`src/rtl/iobus_n_connect_if.sv`:
```
// iobus_n_connect_if: APR-side PDP-6 I/O bus between the processor and the
// multi-slot device connector. The master modport is the processor, and the
// slave modport is the connector.
// Optional macro IOBUS_NXD_EN adds the m_nxd nonexistent-device line.
interface iobus_n_connect_if;
    logic        m_iob_poweron;
    logic        m_iob_reset;
    logic        m_datao_clear;
    logic        m_datao_set;
    logic        m_cono_clear;
    logic        m_cono_set;
    logic        m_rdi_pulse;
    logic        m_iob_fm_datai;
    logic        m_iob_fm_status;
    logic [3:9]  m_ios;
    logic [0:35] m_iob_write;
    logic [1:7]  m_pi_req;
    logic [0:35] m_iob_read;
    logic        m_dr_split;
    logic        m_rdi_data;
`ifdef IOBUS_NXD_EN
    logic        m_nxd;
`endif

    modport master (
        output m_iob_poweron, m_iob_reset,
        output m_datao_clear, m_datao_set, m_cono_clear, m_cono_set, m_rdi_pulse,
        output m_iob_fm_datai, m_iob_fm_status, m_ios, m_iob_write,
        input  m_pi_req, m_iob_read, m_dr_split, m_rdi_data
`ifdef IOBUS_NXD_EN
        , input m_nxd
`endif
    );

    modport slave (
        input  m_iob_poweron, m_iob_reset,
        input  m_datao_clear, m_datao_set, m_cono_clear, m_cono_set, m_rdi_pulse,
        input  m_iob_fm_datai, m_iob_fm_status, m_ios, m_iob_write,
        output m_pi_req, m_iob_read, m_dr_split, m_rdi_data
`ifdef IOBUS_NXD_EN
        , output m_nxd
`endif
    );
endinterface

```
`src/rtl/iobus_n_connect.sv`:
```
// iobus_n_connect: connects one PDP-6 I/O bus master to NDEV device slots.
// It decodes the device select, routes strobes to the selected slot only,
// wire-ORs read data with the write data, and merges PI requests.
// All master-facing and per-slot outputs are registered (1-cycle latency).
// Optional macro IOBUS_NXD_EN adds a timeout that pulses m_nxd on unclaimed accesses.
module iobus_n_connect #(
    parameter int          NDEV     = 4,
    parameter logic [55:0] DEVCODES = 56'h0,
    parameter int          TIMEOUT  = 16
) (
    input  logic                 clk,
    input  logic                 reset,
    iobus_n_connect_if.slave     apr,
    output logic [NDEV-1:0]      s_iob_poweron,
    output logic [NDEV-1:0]      s_iob_reset,
    output logic [NDEV-1:0]      s_datao_clear,
    output logic [NDEV-1:0]      s_datao_set,
    output logic [NDEV-1:0]      s_cono_clear,
    output logic [NDEV-1:0]      s_cono_set,
    output logic [NDEV-1:0]      s_rdi_pulse,
    output logic [NDEV-1:0]      s_iob_fm_datai,
    output logic [NDEV-1:0]      s_iob_fm_status,
    output logic [6:0]           s_ios,
    output logic [35:0]          s_iob_write,
    input  logic [7*NDEV-1:0]    s_pi_req,
    input  logic [36*NDEV-1:0]   s_iob_read,
    input  logic [NDEV-1:0]      s_dr_split,
    input  logic [NDEV-1:0]      s_rdi_data
);

    // Reject configurations the slot packing or the timeout counter cannot hold.
    generate
        if (NDEV < 1 || NDEV > 8) begin : g_bad_ndev
            $error("iobus_n_connect: NDEV must be in 1..8");
        end
        if (TIMEOUT < 2) begin : g_bad_timeout
            $error("iobus_n_connect: TIMEOUT must be at least 2");
        end
    endgenerate

    typedef enum logic [1:0] {
        ST_IDLE = 2'd0,
        ST_BUSY = 2'd1,
        ST_NXD  = 2'd2
    } state_t;

    // Per-slot line order: datao_clear, datao_set, cono_clear, cono_set,
    // rdi_pulse, fm_datai, fm_status (index 6 down to 0).
    logic [6:0]      lv_s;
    logic            act_s;
    logic [NDEV-1:0] hit_s;
    logic [NDEV-1:0] selnext_s;
    logic [35:0]     rd_or_s;
    logic [6:0]      pi_or_s;

    state_t          state_d, state_q;
    logic [NDEV-1:0] sel_d, sel_q;
    logic [NDEV-1:0] strb_d [7];
    logic [NDEV-1:0] strb_q [7];
    logic [NDEV-1:0] poweron_d, poweron_q;
    logic [NDEV-1:0] ioreset_d, ioreset_q;
    logic [35:0]     read_d, read_q;
    logic [6:0]      pi_d, pi_q;
    logic            dr_split_d, dr_split_q;
    logic            rdi_data_d, rdi_data_q;

`ifdef IOBUS_NXD_EN
    localparam int               CNT_W    = $clog2(TIMEOUT);
    localparam logic [CNT_W-1:0] CNT_LAST = CNT_W'(TIMEOUT - 1);
    logic [CNT_W-1:0] cnt_d, cnt_q;
    logic             nxd_d, nxd_q;
`endif

    assign lv_s  = {apr.m_datao_clear, apr.m_datao_set, apr.m_cono_clear, apr.m_cono_set,
                    apr.m_rdi_pulse, apr.m_iob_fm_datai, apr.m_iob_fm_status};
    assign act_s = |lv_s;

    // Decode the device select; scanning downward lets the lowest matching slot win.
    always_comb begin
        hit_s = '0;
        for (int i = NDEV - 1; i >= 0; i--) begin
            hit_s = (apr.m_ios == DEVCODES[7*i +: 7]) ? (NDEV'(1) << i) : hit_s;
        end
    end

    // Next-state logic: select latching, bus-reset override and unclaimed-access timeout.
    always_comb begin
        state_d   = state_q;
        sel_d     = sel_q;
        selnext_s = '0;
`ifdef IOBUS_NXD_EN
        cnt_d     = cnt_q;
        nxd_d     = 1'b0;
`endif
        if (apr.m_iob_reset) begin
            state_d   = ST_IDLE;
            sel_d     = '0;
            selnext_s = '0;
`ifdef IOBUS_NXD_EN
            cnt_d     = '0;
`endif
        end else begin
            case (state_q)
                ST_IDLE: begin
                    sel_d     = hit_s;
                    selnext_s = hit_s;
                    if (act_s && (|hit_s)) begin
                        state_d = ST_BUSY;
                    end else if (act_s) begin
`ifdef IOBUS_NXD_EN
                        state_d = ST_NXD;
                        cnt_d   = '0;
`else
                        state_d = ST_BUSY;
`endif
                    end else begin
                        state_d = ST_IDLE;
                    end
                end
                ST_BUSY: begin
                    // Select is frozen for the whole access, including the release cycle.
                    selnext_s = sel_q;
                    state_d   = act_s ? ST_BUSY : ST_IDLE;
                end
`ifdef IOBUS_NXD_EN
                ST_NXD: begin
                    sel_d = '0;
                    if (!act_s) begin
                        state_d = ST_IDLE;
                        cnt_d   = '0;
                    end else if (cnt_q != CNT_LAST) begin
                        cnt_d = cnt_q + CNT_W'(1);
                        nxd_d = ((cnt_q + CNT_W'(1)) == CNT_LAST);
                    end else begin
                        cnt_d = cnt_q;
                    end
                end
`endif
                default: begin
                    state_d = ST_IDLE;
                    sel_d   = '0;
                end
            endcase
        end
    end

    // Output datapath: gated strobes, broadcasts, wired-OR read data and PI merge.
    always_comb begin
        for (int k = 0; k < 7; k++) begin
            strb_d[k] = lv_s[k] ? selnext_s : '0;
        end
        poweron_d = {NDEV{apr.m_iob_poweron}};
        ioreset_d = {NDEV{apr.m_iob_reset}};
        rd_or_s   = '0;
        pi_or_s   = '0;
        for (int i = 0; i < NDEV; i++) begin
            rd_or_s = rd_or_s | (s_iob_read[36*i +: 36] & {36{sel_q[i]}});
            pi_or_s = pi_or_s | s_pi_req[7*i +: 7];
        end
        read_d     = apr.m_iob_write | rd_or_s;
        pi_d       = pi_or_s;
        dr_split_d = |(sel_q & s_dr_split);
        rdi_data_d = |(sel_q & s_rdi_data);
    end

    // State and output registers with synchronous reset.
    always_ff @(posedge clk) begin
        if (reset) begin
            state_q    <= ST_IDLE;
            sel_q      <= '0;
            for (int k = 0; k < 7; k++) begin
                strb_q[k] <= '0;
            end
            poweron_q  <= '0;
            ioreset_q  <= '0;
            read_q     <= 36'd0;
            pi_q       <= 7'd0;
            dr_split_q <= 1'b0;
            rdi_data_q <= 1'b0;
`ifdef IOBUS_NXD_EN
            cnt_q      <= '0;
            nxd_q      <= 1'b0;
`endif
        end else begin
            state_q    <= state_d;
            sel_q      <= sel_d;
            for (int k = 0; k < 7; k++) begin
                strb_q[k] <= strb_d[k];
            end
            poweron_q  <= poweron_d;
            ioreset_q  <= ioreset_d;
            read_q     <= read_d;
            pi_q       <= pi_d;
            dr_split_q <= dr_split_d;
            rdi_data_q <= rdi_data_d;
`ifdef IOBUS_NXD_EN
            cnt_q      <= cnt_d;
            nxd_q      <= nxd_d;
`endif
        end
    end

    assign s_datao_clear   = strb_q[6];
    assign s_datao_set     = strb_q[5];
    assign s_cono_clear    = strb_q[4];
    assign s_cono_set      = strb_q[3];
    assign s_rdi_pulse     = strb_q[2];
    assign s_iob_fm_datai  = strb_q[1];
    assign s_iob_fm_status = strb_q[0];
    assign s_iob_poweron   = poweron_q;
    assign s_iob_reset     = ioreset_q;
    assign s_ios           = apr.m_ios;
    assign s_iob_write     = apr.m_iob_write;
    assign apr.m_iob_read  = read_q;
    assign apr.m_pi_req    = pi_q;
    assign apr.m_dr_split  = dr_split_q;
    assign apr.m_rdi_data  = rdi_data_q;
`ifdef IOBUS_NXD_EN
    assign apr.m_nxd       = nxd_q;
`endif

endmodule

```
`src/flat_wrapper.sv`:
```
// flat-port wrapper written by rule: the top's interface ports become plain ports
module iobus_n_connect_flat 
#(
    parameter int          NDEV     = 4,
    parameter logic [55:0] DEVCODES = 56'h0,
    parameter int          TIMEOUT  = 16
)
  (clk, reset, s_iob_poweron, s_iob_reset, s_datao_clear, s_datao_set, s_cono_clear, s_cono_set, s_rdi_pulse, s_iob_fm_datai, s_iob_fm_status, s_ios, s_iob_write, s_pi_req, s_iob_read, s_dr_split, s_rdi_data, apr_m_iob_poweron, apr_m_iob_reset, apr_m_datao_clear, apr_m_datao_set, apr_m_cono_clear, apr_m_cono_set, apr_m_rdi_pulse, apr_m_iob_fm_datai, apr_m_iob_fm_status, apr_m_ios, apr_m_iob_write, apr_m_pi_req, apr_m_iob_read, apr_m_dr_split, apr_m_rdi_data);
  iobus_n_connect_if apr_i ();
  input  logic clk;
  input  logic reset;
  output logic [NDEV-1:0] s_iob_poweron;
  output logic [NDEV-1:0] s_iob_reset;
  output logic [NDEV-1:0] s_datao_clear;
  output logic [NDEV-1:0] s_datao_set;
  output logic [NDEV-1:0] s_cono_clear;
  output logic [NDEV-1:0] s_cono_set;
  output logic [NDEV-1:0] s_rdi_pulse;
  output logic [NDEV-1:0] s_iob_fm_datai;
  output logic [NDEV-1:0] s_iob_fm_status;
  output logic [6:0] s_ios;
  output logic [35:0] s_iob_write;
  input  logic [7*NDEV-1:0] s_pi_req;
  input  logic [36*NDEV-1:0] s_iob_read;
  input  logic [NDEV-1:0] s_dr_split;
  input  logic [NDEV-1:0] s_rdi_data;
  input wire logic [$bits(apr_i.m_iob_poweron)-1:0] apr_m_iob_poweron;
  input wire logic [$bits(apr_i.m_iob_reset)-1:0] apr_m_iob_reset;
  input wire logic [$bits(apr_i.m_datao_clear)-1:0] apr_m_datao_clear;
  input wire logic [$bits(apr_i.m_datao_set)-1:0] apr_m_datao_set;
  input wire logic [$bits(apr_i.m_cono_clear)-1:0] apr_m_cono_clear;
  input wire logic [$bits(apr_i.m_cono_set)-1:0] apr_m_cono_set;
  input wire logic [$bits(apr_i.m_rdi_pulse)-1:0] apr_m_rdi_pulse;
  input wire logic [$bits(apr_i.m_iob_fm_datai)-1:0] apr_m_iob_fm_datai;
  input wire logic [$bits(apr_i.m_iob_fm_status)-1:0] apr_m_iob_fm_status;
  input wire logic [$bits(apr_i.m_ios)-1:0] apr_m_ios;
  input wire logic [$bits(apr_i.m_iob_write)-1:0] apr_m_iob_write;
  output wire logic [$bits(apr_i.m_pi_req)-1:0] apr_m_pi_req;
  output wire logic [$bits(apr_i.m_iob_read)-1:0] apr_m_iob_read;
  output wire logic [$bits(apr_i.m_dr_split)-1:0] apr_m_dr_split;
  output wire logic [$bits(apr_i.m_rdi_data)-1:0] apr_m_rdi_data;
  assign apr_i.m_iob_poweron = apr_m_iob_poweron;
  assign apr_i.m_iob_reset = apr_m_iob_reset;
  assign apr_i.m_datao_clear = apr_m_datao_clear;
  assign apr_i.m_datao_set = apr_m_datao_set;
  assign apr_i.m_cono_clear = apr_m_cono_clear;
  assign apr_i.m_cono_set = apr_m_cono_set;
  assign apr_i.m_rdi_pulse = apr_m_rdi_pulse;
  assign apr_i.m_iob_fm_datai = apr_m_iob_fm_datai;
  assign apr_i.m_iob_fm_status = apr_m_iob_fm_status;
  assign apr_i.m_ios = apr_m_ios;
  assign apr_i.m_iob_write = apr_m_iob_write;
  assign apr_m_pi_req = apr_i.m_pi_req;
  assign apr_m_iob_read = apr_i.m_iob_read;
  assign apr_m_dr_split = apr_i.m_dr_split;
  assign apr_m_rdi_data = apr_i.m_rdi_data;
  iobus_n_connect #(.NDEV(NDEV), .DEVCODES(DEVCODES), .TIMEOUT(TIMEOUT)) u_core (.clk(clk), .reset(reset), .apr(apr_i), .s_iob_poweron(s_iob_poweron), .s_iob_reset(s_iob_reset), .s_datao_clear(s_datao_clear), .s_datao_set(s_datao_set), .s_cono_clear(s_cono_clear), .s_cono_set(s_cono_set), .s_rdi_pulse(s_rdi_pulse), .s_iob_fm_datai(s_iob_fm_datai), .s_iob_fm_status(s_iob_fm_status), .s_ios(s_ios), .s_iob_write(s_iob_write), .s_pi_req(s_pi_req), .s_iob_read(s_iob_read), .s_dr_split(s_dr_split), .s_rdi_data(s_rdi_data));
endmodule
```
`config.mk`:
```
export PLATFORM = sky130hd
export DESIGN_NAME = iobus_n_connect_flat
export DESIGN_NICKNAME = d
export VERILOG_FILES = /design/src/rtl/iobus_n_connect_if.sv /design/src/rtl/iobus_n_connect.sv /design/src/flat_wrapper.sv
export SDC_FILE = /design/constraint.sdc
export NUM_CORES = 1
export LEC_CHECK = 0
export CORE_AREA = 2 2 141 143
export DETAILED_ROUTE_END_ITERATION = 10
export DIE_AREA = 0 0 143 145
export GPL_TIMING_DRIVEN = 0
export PLACE_DENSITY = 0.52
export RECOVER_POWER = 100
export SYNTH_ARGS = -nofsm -noshare
export SYNTH_HDL_FRONTEND = slang
export SYNTH_SLANG_ARGS = --single-unit
```
`constraint.sdc`:
```
create_clock -name clk -period 1.3 [get_ports clk]
set_input_delay 0.26 -clock clk [delete_from_list [all_inputs] [get_ports clk]]
set_output_delay 0.26 -clock clk [all_outputs]
set_load 0.03 [all_outputs]
```
==> impl_results.md, run 1 <==
- Post-synth top area cell: dfxtp_1
- RSZ-0062 raised after global routing: true
- CTS buffer count: 9
- Setup CP Type: in -> out
- Post-synth ARST share: 0%
- Post-DP HPWL: approximately 15,000 µm
- Max transition margin: 59.82%
- DR vias: 4,147
- Sw Ratio: a little over a quarter
- Root Buffer Master: clkbuf_16
- Die Ht: approximately 150 µm
- WHS Path Cells: 3
- Clock share of power: 36.4%
- I/O pins: 358
- Flops & latches, synth: 80
- Sw Pwr: 0.001764 W
- Worst EP required: 1040 ps
- Filler cells: 1,974
- Status: finished clean
- Post-Layout Inst Area: 7397 µm²
- Min Clock Period, post-route: between 1000 and 1500 ps
- Type of element capturing the critical path: primary output
- Starting Density: 17.12%
- HP Class: in -> reg
- Drt first-iter violations: 165
- PwrDens: 879.0 nW/µm²
- Syn Nets: 566
- Post-synth EDFFs: 0
- First-pass GRT wire length: 26,720 µm
- Final Hold Vio Count: 0
- Sequential share of the synthesized area: 48.71%
- Main area contributors after synthesis: dfxtp_1, buf_4, a21oi_1
- Core area: 19,210 µm²
- Top-count cell post-synth: dfxtp_1
- Drt pass-1 iters: 6
- Final std cells w/o fill: 974
- Maximum fanout along the worst path: 2
- Worst Max-Slew Pin Slew: 602.8 ps
- Crit start category: primary input
- CTS H-tree depth: 3
- Routed Antenna Nets: 0
- Tot GR Track Use: 17.11%
- Worst vdd ir: between 500 and 600 µV
- Drt via density: 4.258
- Pins over their slew limit: 0
- Fin nets: 938
- Reg power frac: 39.3%
- WL final: 18,500 µm
- Mapped Cells: roughly 330
- Clk_lat worst skew: 350 ps
- Synth cell types: 20
- DP Area: 7193 µm²
- Final setup fails: 0
- Uppermost layer routed: met4
- Synth Flop Type: dfxtp_1
- GP Congestion: a little under 0.9
- DRC violations left: 0
- Synth top area share: 48.71%
- Crit share post-route: 99.41%
- Gate power share: 24.3%
- Pleak: 3.019 nW
- Met3 Wirelength: 1689 µm
- Routed length per instance: 18.99 µm
- Max_cap viols: 0
- Metal-1 WL: 6976 µm
- Pre-CTS setup slack: -601.1 ps
- Die outline width: 143 µm
- Worst Skew: 6.203 ps
- Worst r2r path cells: 4
- PortBufs: 357
- Mapped Area: 3288 µm²
- Pint: 0.004738 W
- Die area: 20,740 µm²
- Mean Syn Cell Area: 9.904 µm²
- Clk buf depth: 2
- CP arrival: between 1000 and 1500 ps
- Overflow after GRT: 0
- Synth warn: 0
- Cell row count: approximately 50
- Vias in the first global route: between 4,000 and 5,000
- Largest net degree at the start of global routing: 15
- Dpl cells: 954
- CTS tree: yes
- Setup TNS Final: 0 ps
- Synth cell count leaders: dfxtp_1, a21oi_1, buf_4
- Met2 WL post-DR: 9465 µm
- Fraction of layout instances using a drive strength above 1: between 30 and 40%
- Clock Pin Slew Worst Setup and Hold Paths: 60 ps
- Initial antenna violation count: 1
- PnR worst setup slack: 7.692 ps
- P&R area growth vs syn: 125.0%
- Fmax: 773.8 MHz
- CTS sink cnt: 80
==> kinds of logic (layout without fill, tap and decap cells) <==
group / count (synthesis) / in the layout / synth area share, %
simple gates: 61 / 61 / 10.46
other cells: 0 / 1 / 0
compound gates: 116 / 116 / 23.74
buf+inv: 75 / 451 / 17.09
flops: 80 / 80 / 48.71
==> worst paths after layout <==
path	start	end	slack, ps
min	apr_m_iob_write[2]	u_core.apr.m_iob_read[33]	290
max	apr_m_iob_write[17]	s_iob_write[17]	8
min reg2reg	u_core.sel_q[0]	u_core.strb_q[3][0]	690
max reg2reg	u_core.sel_q[1]	u_core.apr.m_iob_read[26]	60
==> worst max-delay path: stages <==
cell	delay, ps
clkdlybuf4s50_1	490
buf_4	110
clkbuf_4	170
==> metal layers <==
| layer | vias to the layer above | GRT usage (%) |
|---|---|---|
| met5 | - | 0 |
| met3 | 24 | 6.865 |
| met2 | 217 | 30.91 |
| met1 | 1953 | 18.00 |
| met4 | 0 | 5.099 |
| li1 | 1953 | - |
==> through the flow <==
step	hold slack, ps	total power (W)	utilization, %
3_5_place_dp	686.0	0.004276	37.45
5_1_grt	312.1	0.006763	38.50
6_report	285.0	0.006502	38.51
2_1_floorplan	329.7	0.003149	-
3_3_place_gp	665.7	0.004267	37.45
4_1_cts	375.3	0.006617	38.41
==> power groups by stage <==
stage	clock, W	sequential (W)	combinational (W)
CTS	0.00246	0.00256	0.00160
detailed placement	0	0.00261	0.00167
finish	0.00237	0.00255	0.00158
global placement	0	0.00261	0.00166
global route	0.00254	0.00256	0.00166
floorplan	0	0.00276	0.000385
==> flip-flops by register name (all words and copies together), names as in the netlist <==
signal and count:
u_core.apr.m_rdi_data 1, u_core.s_iob_poweron 1, u_core.apr.m_pi_req 7, u_core.s_iob_reset 1
u_core.state_q 1, u_core.sel_q 4, u_core.strb_q 28, u_core.apr.m_dr_split 1
u_core.apr.m_iob_read 36
==> what timing repair did <==
action / 4_1_cts / 5_1_grt
setup buffers: 0 / 3
endpoints found under the setup margin: 157 / 53
cloned: 0 / 1
resized for setup: 505 / 51
pin swaps: 2 / 7
hold endpoints to repair: 0 / 0
hold buffers: 0 / 0
==> cell usage in the layout (no fill, tap or decap), drive strengths merged, types with 2 or more instances in the layout <==
| cell type | n |
|---|---|
| clkdlybuf4s50 | 222 |
| buf | 111 |
| dfxtp | 80 |
| a21oi | 74 |
| clkdlybuf4s15 | 57 |
| clkbuf | 43 |
| a222oi | 36 |
| and3 | 21 |
| nor2 | 15 |
| nor4 | 10 |
| nand2 | 7 |
| dlygate4sd2 | 7 |
| a22oi | 5 |
| and2 | 3 |
| dlymetal6s2s | 3 |
| clkinv | 3 |
| nor2b | 2 |
| clkinvlp | 2 |
| nor3 | 2 |
==> cell type report <==
cell class                 count  area (µm²)  share of cell area (%)
tap                          265       331.6                   4.482
multi-input combinational    177        1125                   15.21
sequential                    80        1605                   21.70
buffer                        75       588.1                   7.950
clock inverter                 6       46.29                  0.6258
clock buffer                   9       225.2                   3.045
timing repair buffer         361        3473                   46.96
antenna                        1       2.502                 0.03383
(Power assumes the default switching activity.)
==> run 2: changes to the inputs <==
- PLACE_DENSITY: 0.52 -> not set
==> run 2 against run 1 <==
The run now ends with setup timing left. Die area unchanged. Sequential power about the same. Maximum frequency down 4.0%. Worst setup slack worse by 54 ps. Critical path type is now reg -> reg. Largest power group is now clock.
==> impl_results.md, run 2 (same netlist as run 1, synthesis figures left out) <==
- CP Launch Point: u_core.sel_q[1]
- Multi-input combinational cell area: 1125 µm²
- Fraction of layout instances using a drive strength above 1: roughly 25%
- PortBufs: 357
- Worst EP required: 1510 ps
- Clock Pin Slew Worst Setup and Hold Paths: 70 ps
- DR vias: 4,051
- Violated checks: setup timing
- Clk_lat worst skew: between 300 and 400 ps
- First-pass GRT wire length: around 27,000 µm
- Die Ht: 145 µm
- Maximum fanout along the worst path: 6
- Filler cells: 2,004
- Clk buf depth: 2
- CTS tree: yes
- Cell row count: 51
- Final Hold Vio Count: 0
- Routed Antenna Nets: 0
- Worst vdd ir: 686.0 µV
- Largest net degree at the start of global routing: 15
- Root Buffer Master: clkbuf_16
- Type of element capturing the critical path: flip-flop
- Die area: slightly above 20,000 µm²
- Drt first-iter violations: around 190
- Crit share post-route: 103.6%
- I/O pins: 358
- Fmax: 742.7 MHz
- Core area: 19,210 µm²
- Worst Skew: 8.014 ps
- Max transition margin: 67.55%
- Most common cell after layout, fill and taps aside: clkdlybuf4s50_1
- PnR worst setup slack: -46.45 ps
- Worst Max-Slew Pin Slew: 486.8 ps
- Routed length per instance: 18.98 µm
- RSZ-0062 raised after global routing: true
- Drt pass-1 iters: 7
- Initial antenna violation count: 1
- Hold path startpoint: apr_m_iob_write[5]
- CTS buffer count: 9
- CP arrival: 1560 ps
- GP Congestion: 0.8852
- CTS H-tree depth: 3
- Pleak: around 3 nW
- HP Class: in -> reg
- P&R area growth vs syn: 117.5%
- Setup CP Type: reg -> reg
- Post-DP HPWL: between 10,000 and 15,000 µm
- Fin nets: around 940
- Worst r2r src: u_core.sel_q[1]
- Die outline width: 143 µm
- Tot GR Track Use: 17.14%
- DRC violations left: 0
- Vias in the first global route: 4,318
- Most frequent cells in the layout: clkdlybuf4s50_1, dfxtp_1, a21oi_1
- Reg area: 1608 µm²
- Pins over their slew limit: 0
- Hold WS: 249.5 ps
- PwrDens: around 940 nW/µm²
- CTS sink cnt: 80
- Max reg flops: 36
- Starting Density: 17.12%
- Status: finished, violations left
- Pre-CTS setup slack: -566.1 ps
- Max_cap viols: 0
- Overflow after GRT: 0
- Drt via density: 4.159
- Crit start category: flip-flop
- Min Clock Period, post-route: 1346 ps
- Final setup fails: 4
- WL final: 18,490 µm
## run 2: final timing paths
| path | slack, ps | endpoint | depth (start not counted) |
|---|---|---|---|
| worst max-delay path | -50 | u_core.apr.m_iob_read[6] | 4 |
| worst max register to register | -50 | u_core.apr.m_iob_read[6] | 4 |
| worst min-delay path | 250 | u_core.apr.m_iob_read[30] | 3 |
| worst min register to register | 700 | u_core.strb_q[3][0] | 2 |
## run 2: power by group
group | internal (W) | total [W] | switching [W]
registers | 0.00253 | 0.00255 | 0.0000255
clock network | 0.00150 | 0.00263 | 0.00113
logic | 0.000874 | 0.00153 | 0.000657
## run 2: cell type report
cell class / instances / area share (%)
antenna: 1 / 0.03500
buffer: 75 / 8.364
clock buffer: 10 / 3.202
clock inverter: 6 / 0.9449
multi-input combinational: 177 / 15.73
sequential: 80 / 22.48
tap: 265 / 4.637
timing repair buffer: 360 / 44.60
## run 2: repair_timing
action	4_1_cts	5_1_grt
gates cloned	2	0
endpoints found under the setup margin	158	57
pin swaps	4	9
buffers inserted	1	0
hold buffers	0	0
gates resized for setup	509	54
## run 2: layer usage
metal,global-route usage [%],vias up,wire length [µm],part of all wire [%]
met5,0,-,0,0
met4,4.554,0,326,1.8
met3,6.304,19,1693,9.2
met2,29.47,211,8897,48
met1,19.89,1867,7570,41
li1,-,1954,-,-
## run 2: critical path, cell delays in order (launching register included)
cell and delay [ps]:
dfxtp_2 340, buf_12 150, buf_8 130, a222oi_1 460, a21oi_1 130
## run 2: metrics by stage
step	area, µm²	utilization [%]	setup TNS, ps	power [W]	instances
3_3_place_gp	7193	37.45	-48220	0.004269	954
4_1_cts	7502	39.06	-45.59	0.006870	973
2_1_floorplan	3288	-	0	0.003149	332
5_1_grt	7148	37.22	-1309	0.006978	973
3_5_place_dp	7193	37.45	-48930	0.004272	954
6_report	7151	37.23	-68.67	0.006714	974
==> RTL change 1, RTL diff (config.mk and constraints of run 1) <==
Reset style: asynchronous (`reset`), changed in one clocked block. Comments in the files are not updated.
--- a/src/rtl/iobus_n_connect.sv
+++ b/src/rtl/iobus_n_connect.sv
@@ -166,3 +166,3 @@
     // State and output registers with synchronous reset.
-    always_ff @(posedge clk) begin
+    always_ff @(posedge clk or posedge reset) begin
         if (reset) begin
Check against the original RTL: differs if reset is asserted again (counterexample within 4 cycles, from zero or initial values and one cycle with reset high); with reset held inactive, the same outputs for 10 cycles.
==> RTL change 1 against run 1 <==
Critical endpoint is now u_core.apr.m_iob_read[20]$_DFF_PP0_. Clock skew up 0.0029 ns. Area after synthesis up 7.4%. Register-to-register slack worse by 0.07 ns. Cell area increased by 6.0%. Global-route usage is 1.3 points lower. Power is 2.4% higher. The flow now finishes with violations (negative setup slack). Routed wire length fell by 8.5%. Critical path depth rose by 1. Sequential cell count is the same. Die area is the same. Worst setup slack worse by 0.014 ns. Count of clock-buffer cells in the layout is 1 higher.
==> RTL change 1: results (changes against run 1) <==
run_status:
  outcome: "finished, violations left"
  violations: "negative setup slack"
global_route:
  antenna_found_initial: 0  # -1
  grt_util_met3_pct: 4.719  # -2.1 points
  grtUsageMet2_pct: 28.25  # -2.7 points
  gr-usage-all-layers_pct: 15.80  # -1.3 points
  grt_max_degree: 40  # +25
  use_met1_pct: 17.97  # -0.037 points
  grt_pass1_vias: 4248  # -4.0%
  grt_first_pass_wirelength_um: 24560  # -8.1%
detailed_routing:
  detail_route.vias_per_cell: 4.161  # -2.3%
  dr.pass1.iters: 5  # -1
  drtIter0Drc: 226  # +37%
  wl_um: 16920  # -8.5%
cells_and_area:
  buf_share_pct: 52.89  # -2.0 points
  nNonClkInverters: 1  # +1
  fill_cells: 1890  # -4.3%
  clkCellAreaFrac_pct: 3.685  # +0.015 points
  drive_gt1_share_pct: 32.37  # +1.9 points
  n_antenna_cell: 0  # -1
  signal_buffers: 435  # -0.23%
  clkbuf_count: 10  # +1
  sh_seq_area_pct: 25.54  # +3.8 points
  multi_input_cells: 160  # -9.6%
  nets: 921  # -1.8%
  multi_input_area_um2: 1066  # -5.2%
timing:
  fin_worst_skew_ns: 0.009066  # +0.002863 ns
  tightest_slew_ns: 0.5304  # -0.07238 ns
  setup_ws_ns: -0.005835  # -0.01353 ns
  finalSetupViolCount: 1  # +1
setup_path:
  cpPeakStageDelay_ns: 0.40  # -0.09 ns
  critPathMaxFanout: 8  # +6
  cp_top_family: "compound AO/OA/AOI/OAI gates"
  cp.arrival_ns: 1.51  # +0.48 ns
  end_kind: "flop"
synth:
  synth_ff_type: "dfrtp_1"
  synthTopCellsByArea: "dfrtp_1, buf_4, a222oi_1"
  synthDistinctLibCells: 21  # +5.0%
  async_flop_share_pct: 100.0  # +100 points
  ys_seq_area_share_pct: 56.70  # +8.0 points
  synth_nets: 546  # -3.5%
  synth_common_cells: "dfrtp_1, buf_4, nand2_1, a21oi_1, a222oi_1"
placed_design:
  postPlaceCellArea_um2: 7480  # +4.0%
  gp_congestion: 0.8046  # -9.3%
pwr:
  irDropWorstVdd_mv: 0.5339  # -6.9%
  p_leak_nw: 3.481  # +15%
[RTL change 1: cell types whose count changed after synthesis, moves of 9 or more]
cell,delta
nor4_1,-9
nand2_1,+31
buf_6,-9
dfrtp_1,+80
dfxtp_1,-80
nor2_1,-13
a21oi_1,-37
[RTL change 1: logic make-up (layout without fill, tap and decap cells)]
kind of cell,after synthesis,in the layout,synth area share [%]
buf+inv,72,452,13.61
flops,80,80,56.70
simple gates,82,82,13.04
compound gates,78,78,16.66
[RTL change 1: final timing paths]
check / startpoint / endpoint / slack, ns / depth (start not counted)
max: u_core.sel_q[1]$_DFF_PP0_ / u_core.apr.m_iob_read[20]$_DFF_PP0_ / -0.006 / 4
min: apr_m_iob_write[2] / u_core.apr.m_iob_read[33]$_DFF_PP0_ / 0.33 / 3
max reg2reg: u_core.sel_q[1]$_DFF_PP0_ / u_core.apr.m_iob_read[20]$_DFF_PP0_ / -0.006 / 4
min reg2reg: u_core.sel_q[2]$_DFF_PP0_ / u_core.apr.m_iob_read[34]$_DFF_PP0_ / 0.68 / 3
max in group asynchronous: reset / u_core.apr.m_iob_read[34]$_DFF_PP0_ / 0.21 / 3
min in group asynchronous: reset / u_core.apr.m_iob_read[33]$_DFF_PP0_ / 0.39 / 2
[RTL change 1: power groups by stage]
stage / Sequential (mW) / Combinational, mW / Clock, mW
4_1_cts: 2.58 / 1.58 / 2.63
6_report: 2.58 / 1.56 / 2.52
3_3_place_gp: 2.63 / 1.62 / 0
5_1_grt: 2.59 / 1.64 / 2.72
3_5_place_dp: 2.63 / 1.64 / 0
2_1_floorplan: 2.77 / 0.397 / 0
[RTL change 1: what timing repair did]
item,4_1_cts,5_1_grt
pin swaps,8,15
buffers inserted,4,0
gates resized for setup,541,71
setup endpoints to repair,168,82
hold buffers,0,0
cloned,1,0
hold endpoints to repair,0,0
[RTL change 1: per-layer routing]
metal / vias up / wire [µm] / part of all wire [%]
li1: 1877 / - / -
met1: 1872 / 6446 / 38
met2: 212 / 8776 / 52
met3: 21 / 1380 / 8.2
met4: 0 / 316 / 1.9
met5: - / 0 / 0
[RTL change 1: through the flow]
step / setup slack (ns) / cells / power, mW / TNS [ns] / utilization (%)
2_1_floorplan: 0.1301 / 312 / 3.163 / 0 / -
3_3_place_gp: -0.9230 / 934 / 4.247 / -104.67 / 38.73
3_5_place_dp: -0.5665 / 936 / 4.271 / -32.64 / 38.94
4_1_cts: -0.03302 / 957 / 6.789 / -0.08188 / 40.61
5_1_grt: -0.05111 / 957 / 6.951 / -0.9378 / 40.83
6_report: -0.005835 / 957 / 6.656 / -0.005835 / 40.83
==> RTL change 2, RTL diff (flow settings as in run 1) <==
Without the edit above. `NDEV` is set to 4 in 2 places; all go to 2.
--- a/src/rtl/iobus_n_connect.sv
+++ b/src/rtl/iobus_n_connect.sv
@@ -6,3 +6,3 @@
 module iobus_n_connect #(
-    parameter int          NDEV     = 4,
+    parameter int          NDEV     = 2,
     parameter logic [55:0] DEVCODES = 56'h0,
--- a/src/flat_wrapper.sv
+++ b/src/flat_wrapper.sv
@@ -3,3 +3,3 @@
 #(
-    parameter int          NDEV     = 4,
+    parameter int          NDEV     = 2,
     parameter logic [55:0] DEVCODES = 56'h0,
Interface: changed (13 resized); port bits go from 358 to 250. No check against the original RTL was run, so the function may have changed too.
==> RTL change 2 against run 1 <==
Routed wire length fell by 43%. Global-route usage fell by 7.1 points. Worst hold slack got worse by 0.090 ns. Sequential cell count fell by 16. Sequential share of layout area rose by 2.5 points. Area after synthesis fell by 20%. Power fell by 14%. Count of clock-buffer cells in the layout rose by 3. Utilization fell by 11 points. Clock skew barely moved. Cell area fell by 28%. Worst setup slack improved by 0.013 ns. Critical path type unchanged. Largest cell class unchanged.
==> RTL change 2: results (changes against run 1) <==
setup_path:
  crit_start: "apr_m_iob_write[14]"
  r2r-end: "u_core.apr.m_iob_read[27]$_SDFF_PP0_"
  endpoint: "s_iob_write[14]"
  rrSetupSlack_ns: 0.09  # +0.03 ns
placed_design:
  gp_congestion: 0.7343  # -17%
  dpl.hpwl_um: 8462  # -43%
  io_buffers: 249  # -30%
cells_and_area:
  seq_cells: 64  # -20%
  nets: 649  # -31%
  signal_buffers: 308  # -29%
  clkbuf_count: 12  # +3
  multi_input_area_um2: 839.6  # -25%
  sh_seq_area_pct: 24.20  # +2.5 points
  fill_cells: 2062  # +4.5%
timing:
  tightest_slew_ns: 0.4554  # -0.1474 ns
  fin_worst_skew_ns: 0.006469  # +0.0002656 ns
synth:
  synth_common_cells: "dfxtp_1, nor2_1, buf_4, a221oi_2, a221oi_1"
  ys_seq_area_share_pct: 48.88  # +0.17 points
  synthTopCellsByArea: "dfxtp_1, a221oi_2, buf_4"
  synthDistinctLibCells: 21  # +5.0%
  synth_nets: 389  # -31%
  synth_compound_area_share_pct: 20.05  # -3.7 points
pwr:
  p_leak_nw: 2.318  # -23%
  irDropWorstVdd_mv: 0.5274  # -8.1%
  comb-power_mw: 1.19  # -25%
  p_seq_share_pct: 36.8  # -2.5 points
clocking:
  cts_resized: 411  # -19%
detailed_routing:
  wl_um: 10590  # -43%
  detail_route.vias_per_cell: 3.555  # -17%
global_route:
  grt_first_pass_wirelength_um: 15700  # -41%
  grt_pass1_vias: 2921  # -34%
  antenna_found_initial: 0  # -1
  grt_max_degree: 12  # -3
  grt_util_met3_pct: 3.894  # -3.0 points
  use_met1_pct: 10.62  # -7.4 points
run_status:
  outcome: "finished, final reports clean"
RTL change 2: cell types whose count changed in the layout (fill, tap and decap cells not counted), sizes merged, moves of 4 or more:
cell | before | now
and2 | 3 | 7
clkdlybuf4s15 | 57 | 19
and3 | 21 | 1
nor4 | 10 | 3
dlymetal6s2s | 3 | 17
nor2 | 15 | 60
a222oi | 36 | 0
clkdlybuf4s50 | 222 | 120
a221oi | 0 | 36
clkbuf | 43 | 87
dfxtp | 80 | 64
buf | 111 | 71
a21oi | 74 | 0
RTL change 2: per-stage QoR:
step                hold WS, ns  power, mW  std cells  TNS, ns  cell area (µm²)
global placement         0.6267      3.467        759   -42.63             5445
global route             0.2008      5.871        775        0             5294
CTS                      0.3143      5.840        775        0             5628
detailed placement       0.6254      3.472        759   -43.39             5445
floorplan                0.3297      2.642        245        0             2621
finish                   0.1950      5.611        775        0             5294
RTL change 2: metal layers:
layer  wire length (µm)  vias to the layer above
li1                   -                     1337
met1               4052                     1249
met2               5365                      155
met3               1001                       14
met4                174                        0
met5                  0                        -
